--- config.mk ---
export PLATFORM = sky130hd
export DESIGN_NAME = mem_arbiter
export DESIGN_NICKNAME = d
export VERILOG_FILES = /design/src/rtl/mem_arbiter.sv
export SDC_FILE = /design/constraint.sdc
export NUM_CORES = 1
export LEC_CHECK = 0
export CORE_AREA = 2 2 105 107
export DETAILED_ROUTE_END_ITERATION = 8
export DIE_AREA = 0 0 107 109
export PLACE_DENSITY = 0.65
export SYNTH_ARGS = -nofsm -noshare
export SYNTH_HDL_FRONTEND = slang
export SYNTH_SLANG_ARGS = --single-unit
--- constraint.sdc ---
create_clock -name CLK -period 2.2 [get_ports CLK]
set_input_delay 0.55 -clock CLK [delete_from_list [all_inputs] [get_ports CLK]]
set_output_delay 0.55 -clock CLK [all_outputs]
set_load 0.005 [all_outputs]
--- src/rtl/mem_arbiter.sv ---
// Single-port RAM arbiter between instruction fetch and the data path.
// Data requests win unless instruction fetch has waited STARVE_MAX data grants.
package cpu_types_pkg;
  typedef enum logic [1:0] {
    FREE   = 2'd0,
    BUSY   = 2'd1,
    ACCESS = 2'd2,
    ERROR  = 2'd3
  } ramstate_t;
endpackage

module mem_arbiter
  import cpu_types_pkg::*;
#(
  parameter int STARVE_MAX = 4
) (
  input  logic                                CLK,
  input  logic                                RST,
  input  logic                                iREN,
  input  logic [31:0]                         iaddr,
  input  logic                                dREN,
  input  logic                                dWEN,
  input  logic [31:0]                         daddr,
  input  logic [31:0]                         dstore,
  input  logic [31:0]                         ramload,
  input  ramstate_t                           ramstate,
  output logic                                iwait,
  output logic                                dwait,
  output logic [31:0]                         iload,
  output logic [31:0]                         dload,
  output logic                                ramREN,
  output logic                                ramWEN,
  output logic [31:0]                         ramaddr,
  output logic [31:0]                         ramstore,
  output logic                                ramerr,
  output logic [1:0]                          dbg_state,
  output logic [$clog2(STARVE_MAX+1)-1:0]     dbg_streak
);

  localparam int SW = $clog2(STARVE_MAX + 1);
  localparam logic [SW-1:0] STREAK_MAX = SW'(STARVE_MAX);

  typedef enum logic [1:0] {
    IDLE   = 2'd0,
    IGRANT = 2'd1,
    DGRANT = 2'd2
  } arb_state_t;

  // Handshake: a requester raises its REN/WEN and holds address/data stable
  // while its wait is high; the transfer completes in the cycle wait is low.
  arb_state_t      r_state;
  arb_state_t      w_next;
  logic [SW-1:0]   r_streak;
  logic            w_dreq;
  logic            w_icomplete;
  logic            w_dcomplete;

  assign w_dreq      = dREN | dWEN;
  assign w_icomplete = (r_state == IGRANT) && (ramstate == ACCESS);
  assign w_dcomplete = (r_state == DGRANT) && (ramstate == ACCESS);

  always_ff @(posedge CLK or posedge RST) begin
    if (RST) begin
      r_state <= IDLE;
    end else begin
      r_state <= w_next;
    end
  end

  // Clear wins over increment so a pending fetch that is finally served resets fairness.
  always_ff @(posedge CLK or posedge RST) begin
    if (RST) begin
      r_streak <= '0;
    end else if (!iREN || w_icomplete) begin
      r_streak <= '0;
    end else if (w_dcomplete && (r_streak != STREAK_MAX)) begin
      r_streak <= r_streak + SW'(1);
    end
  end

  always_comb begin
    w_next = r_state;
    case (r_state)
      IDLE: begin
        if (w_dreq && !(iREN && (r_streak == STREAK_MAX))) begin
          w_next = DGRANT;
        end else if (iREN) begin
          w_next = IGRANT;
        end
      end
      IGRANT: begin
        if (!iREN || (ramstate == ACCESS)) begin
          w_next = IDLE;
        end
      end
      DGRANT: begin
        if (!w_dreq || (ramstate == ACCESS)) begin
          w_next = IDLE;
        end
      end
      default: w_next = IDLE;
    endcase
  end

  always_comb begin
    ramREN   = 1'b0;
    ramWEN   = 1'b0;
    ramaddr  = '0;
    ramstore = '0;
    ramerr   = 1'b0;
    case (r_state)
      IGRANT: begin
        ramREN  = 1'b1;
        ramaddr = iaddr;
        ramerr  = (ramstate == ERROR);
      end
      DGRANT: begin
        ramaddr  = daddr;
        ramstore = dstore;
        ramWEN   = dWEN;
        ramREN   = dREN & ~dWEN;
        ramerr   = (ramstate == ERROR);
      end
      default: begin
      end
    endcase
  end

  assign iwait      = iREN & ~w_icomplete;
  assign dwait      = w_dreq & ~w_dcomplete;
  assign iload      = ramload;
  assign dload      = ramload;
  assign dbg_state  = r_state;
  assign dbg_streak = r_streak;

endmodule
# ---- Word level (Yosys, flattened, before mapping)
# Index checks and enable logic that the tools add are counted.
dict set report op_classes {
  add_sub_neg 1
  multipliers 0
  div 0
  n_lt_le_gt_ge 0
  eq_ne 9
  shift 0
  mux 12
  bitwise 7
  reduce_logical 15
}
# cell count
set op_table {}
lappend op_table {{$pmux W32 S2} 1}
lappend op_table {{$mux W32} 1}
lappend op_table {{$mux W2} 4}
lappend op_table {{$eq A2 B2 Y1 const B} 3}
lappend op_table {{$mux W3} 2}
lappend op_table {{$ne A3 B3 Y1 const B} 2}
lappend op_table {{$pmux W2 S3} 1}
lappend op_table {{$logic_and A1 B1 Y1} 5}
lappend op_table {{$ne A2 B1 Y1 const B} 2}
lappend op_table {{$add A3 B1 Y3 const B} 1}
lappend op_table {{$and A1 B1 Y1} 3}
lappend op_table {{$eq A3 B3 Y1 const B} 1}
lappend op_table {{$logic_not A1 Y1} 3}
lappend op_table {{$logic_or A1 B1 Y1} 3}
lappend op_table {{$not A1 Y1} 3}
lappend op_table {{$reduce_and A3 Y1} 1}
lappend op_table {{$eq A2 B1 Y1 const B} 1}
lappend op_table {{$logic_not A2 Y1} 1}
lappend op_table {{$mux W1} 2}
lappend op_table {{$pmux W1 S2} 1}
lappend op_table {{$reduce_bool A2 Y1} 1}
lappend op_table {{$reduce_or A2 Y1} 1}
lappend op_table {{$or A1 B1 Y1} 1}
dict set report totals {
  ff_bits 5
  latchBits 0
  mem_bits_rw 0
  rom_bits 0
  in_bits 135
  elab_cells 46
  memories 0
}

# ---- Longest topological paths before layout
dict set report logic_depth {
  ltp_word 6
  depth_mapped 6
  mapped_depth_nobuf 6
}

# ---- Worst setup path before layout
# Ideal clock, no wire load.
dict set report synth_timing {
  path_type {register to output}
  from {register r_state[1] (netlist: dbg_state[1])}
  to {output port ramaddr[0]}
  t_arrival_ns 1.350
  path_slack_ns 0.300
  stages_incl_launch_ff 7
  path_buffers 2
  path_cell_list {dfrtp_1 > inv_1 > ha_1 > clkbuf_1 > clkbuf_1 > a22oi_1 > nor2b_1}
}
dict set report synth_via {
  elab_chain_len 2
}
# element line
set synth_lines {}
lappend synth_lines {{start: declaration} 51} ;# arb_state_t r_state;
lappend synth_lines {{start signal: assignment} 66} ;# r_state <= w_next;
lappend synth_lines {{$eq A2 B2 Y1 or $eq A2 B1 Y1 (tied branches)} 111} ;# case (r_state)
lappend synth_lines {{$pmux W32 S2 (*)} 111}
lappend synth_lines {{end: declaration} 33} ;# output logic [31:0] ramaddr,
# Mark *: on every way between the ends. The rest lies on a longest branch, timed or not.

# ---- Worst setup path in the final report
dict set report layout_timing {
  from {register r_state[1] (netlist: dbg_state[1])}
  to {output port ramstore[15]}
}
dict set report layout_via {
  elab_chain_len 2
}
# element line
set layout_lines {}
lappend layout_lines {{$eq A2 B2 Y1} 111}
lappend layout_lines {{$mux W32} 111}
lappend layout_lines {{end: declaration} 34} ;# output logic [31:0] ramstore,
# No other way between the ends.

==> impl_metrics.tcl <==
set metrics [dict create \
    core-area_sq_um 10600 \
    htreeDepth 1 \
    ys_seq_elements 5 \
    crit_required_ps 1650 \
    die_area_sq_um 11700 \
    power.density_nw_per_um2 934 \
    path_max_fanout 18 \
    synth_cells 221 \
    maxCapViolations 0 \
    r2r_slack_ps 360 \
    vias_per_cell 3.86 \
    track_usage_pct 11.0 \
    cp-start-kind "flop" \
    cp_slowest_stage_delay_ps 450 \
    fp-row-count 38 \
    routed_wl_um 7640 \
    design_area_sq_um 3550 \
    area_growth_pct 123 \
    antenna_cells 0 \
    grt.overflow.total 0 \
    pin_count 273 \
    cts_tree "built" \
    routedWlPerCell_um 15.5 \
    ir_drop_v 0.000630 \
    worstMarginPinSlew_ps 202 \
    hpwl_um 5240 \
    synth.area.top_cells "buf_4 (30%), a22oi_1 (15%), nor2b_1 (13%), and2_1 (13%), dfrtp_1 (7.9%)" \
    placed_area_sq_um 3150 \
    synth.avg_cell_area_sq_um 7.20 \
    drc_errors 0 \
    grt_pass1_vias 1896 \
    drt_first_pass_iters 4 \
    hold_class "in2async" \
    fill_cells 1107 \
    grt_setup_unrepaired "true" \
    post-route-min-period_ps 2150 \
    final_common_cell "clkdlybuf4s50_1" \
    max_freq_mhz 464 \
    cp_common_cell "buf_6" \
    ys_seq_area_share_pct 7.86 \
    io_buffer_count 176 \
    drive_gt1_share_pct 26.8 \
    numCtsBuffers 3 \
    clock_latency_ps 220 \
    yosysWarnings 0 \
    gp_congestion 0.787 \
    fin_crit_sh_pct 97.9 \
    ant_nets 0 \
    ys_types 23 \
    clock-sinks 5 \
    crit_path_start "dbg_state[1]$_DFFE_PP0P_" \
    cp_cell_sequence "buf_6 -> ha_4 -> buf_6 -> clkbuf_16 -> and2_1 -> clkdlybuf4s15_1" \
    hold_viol 0 \
    crit_slowest_cell "dfrtp_2" \
    cts_buffer_depth 2 \
    finalSetupViolCount 0 \
    status "completed" \
    drv_slew 0 \
    final_nets 497 \
    via_count 1908 \
    timing.rr.end "dbg_state[0]$_DFFE_PP0P_" \
    grt_pass1_wl_um 10100 \
    fin_tns_setup_ps 0 \
    synth_nets 363 \
    yosysTopAreaCellShare_pct 30.2 \
    antenna_found_initial 0 \
    crit_end "ramstore[15]" \
    critPathKind "reg2out" \
    initialDrtViolationCount 65 \
    cts_root_buf "clkbuf_8" \
    fp.dieH_um 109 \
    reg2regPathDepth 6 \
    slew_headroom_pct 86.5 \
    cp_data_arrival_time_ps 1600 \
    power_leakage_nw 1.62 \
    yosys.area.top_type "buf_4" \
    end_kind "output port" \
    synth_area_sq_um 1590 \
    fin_skew_ps 1.07 \
    clk_pin_slew_ps 40 \
    final_cell_mix "clkdlybuf4s50_1 (105), and2_1 (31), clkdlybuf4s15_1 (31)" \
    r2r-start "dbg_state[1]$_DFFE_PP0P_" \
    start_util_pct 15.0 \
    grt_start_max_net_pins 38 \
    die_w_um 107 \
]
-- layer usage --
layer	part of all wire, %	GRT usage [%]
met1	41	13.6
met5	0	0
met3	5.9	2.09
met2	52	19.7
met4	1.4	2.78
-- cells by family after synthesis --
logic type	count (synthesis)	share of synthesized area (%)
buffers and inverters	84	34.9
AND/OR/NAND/NOR	84	31.5
AO/OA/AOI/OAI	36	16.9
adder cells (fa/ha/maj)	7	5.50
flip-flops	5	7.86
multiplexers	3	2.20
XOR/XNOR	2	1.10
-- what timing repair did --
item                                    4_1_cts  5_1_grt
hold buffers                                  0        0
cloned                                        4        3
pin swaps                                     1       11
endpoints found under the setup margin       69       39
setup buffers                                 6        9
gates resized for setup                      95      112
-- sequential cells by signal (all words and copies together) (netlist names) --
register and count:
dbg_state 2, dbg_streak 3
-- synthesized netlist by cell type --
cell type	count
buf_4	64
nor2b_1	34
and2_1	33
a22oi_1	32
clkbuf_1	14
ha_1	7
inv_1	6
nand2_1	6
nor2_1	6
dfrtp_1	5
mux2i_1	2
a21oi_1	1
a221o_1	1
a31oi_1	1
and3_1	1
mux2_4	1
nand3_1	1
nand4_1	1
nor2_2	1
nor2b_4	1
o21a_1	1
xnor2_1	1
xor2_1	1
-- critical path, delay by kind of cell (launching register included) --
kind                       cells  cell delay (ps)
and+or+nand+nor                1              140
DFF                            1              450
adders and majority gates      1              170
buffers and inverters          4              630
-- report_power, final --
part	internal, mW	total [mW]	switching (mW)
Clock	0.124	0.167	0.0425
Combinational	1.82	3.01	1.19
Sequential	0.113	0.143	0.0294
Total	2.05	3.32	1.27
-- area by class of cell --
class	count	area, sq um	area share (%)
clock buffer	4	45.0	1.27
multi-input combinational	132	1090	30.8
timing repair buffer	207	2090	58.8
tap	140	175	4.93
inverter	6	25.0	0.704
sequential	5	126	3.56
-- worst min path at each step --
stage	from	to	slack, ps	cells past startpoint
3_3_place_gp	dbg_streak[1]$_DFFE_PP0P_	dbg_streak[1]$_DFFE_PP0P_	600	2
5_1_grt	RST	dbg_state[0]$_DFFE_PP0P_	560	2
6_report	RST	dbg_streak[1]$_DFFE_PP0P_	540	2
3_5_place_dp	dbg_streak[2]$_DFFE_PP0P_	dbg_streak[2]$_DFFE_PP0P_	590	2
4_1_cts	RST	dbg_state[0]$_DFFE_PP0P_	550	2
2_1_floorplan	RST	dbg_state[0]$_DFFE_PP0P_	330	1
-- stage by stage --
step	instances	hold WS [ps]	total power [mW]	setup slack (ps)	util, %
final	494	542	3.32	46.2	33.5
after global routing	494	565	3.56	-38.7	33.5
after CTS	487	549	3.10	-236	32.0
after detailed placement	473	595	2.52	-198	29.7
after global placement	473	603	2.50	-203	29.7
after floorplan	221	329	1.18	300	-
(Power assumes the default switching activity.)
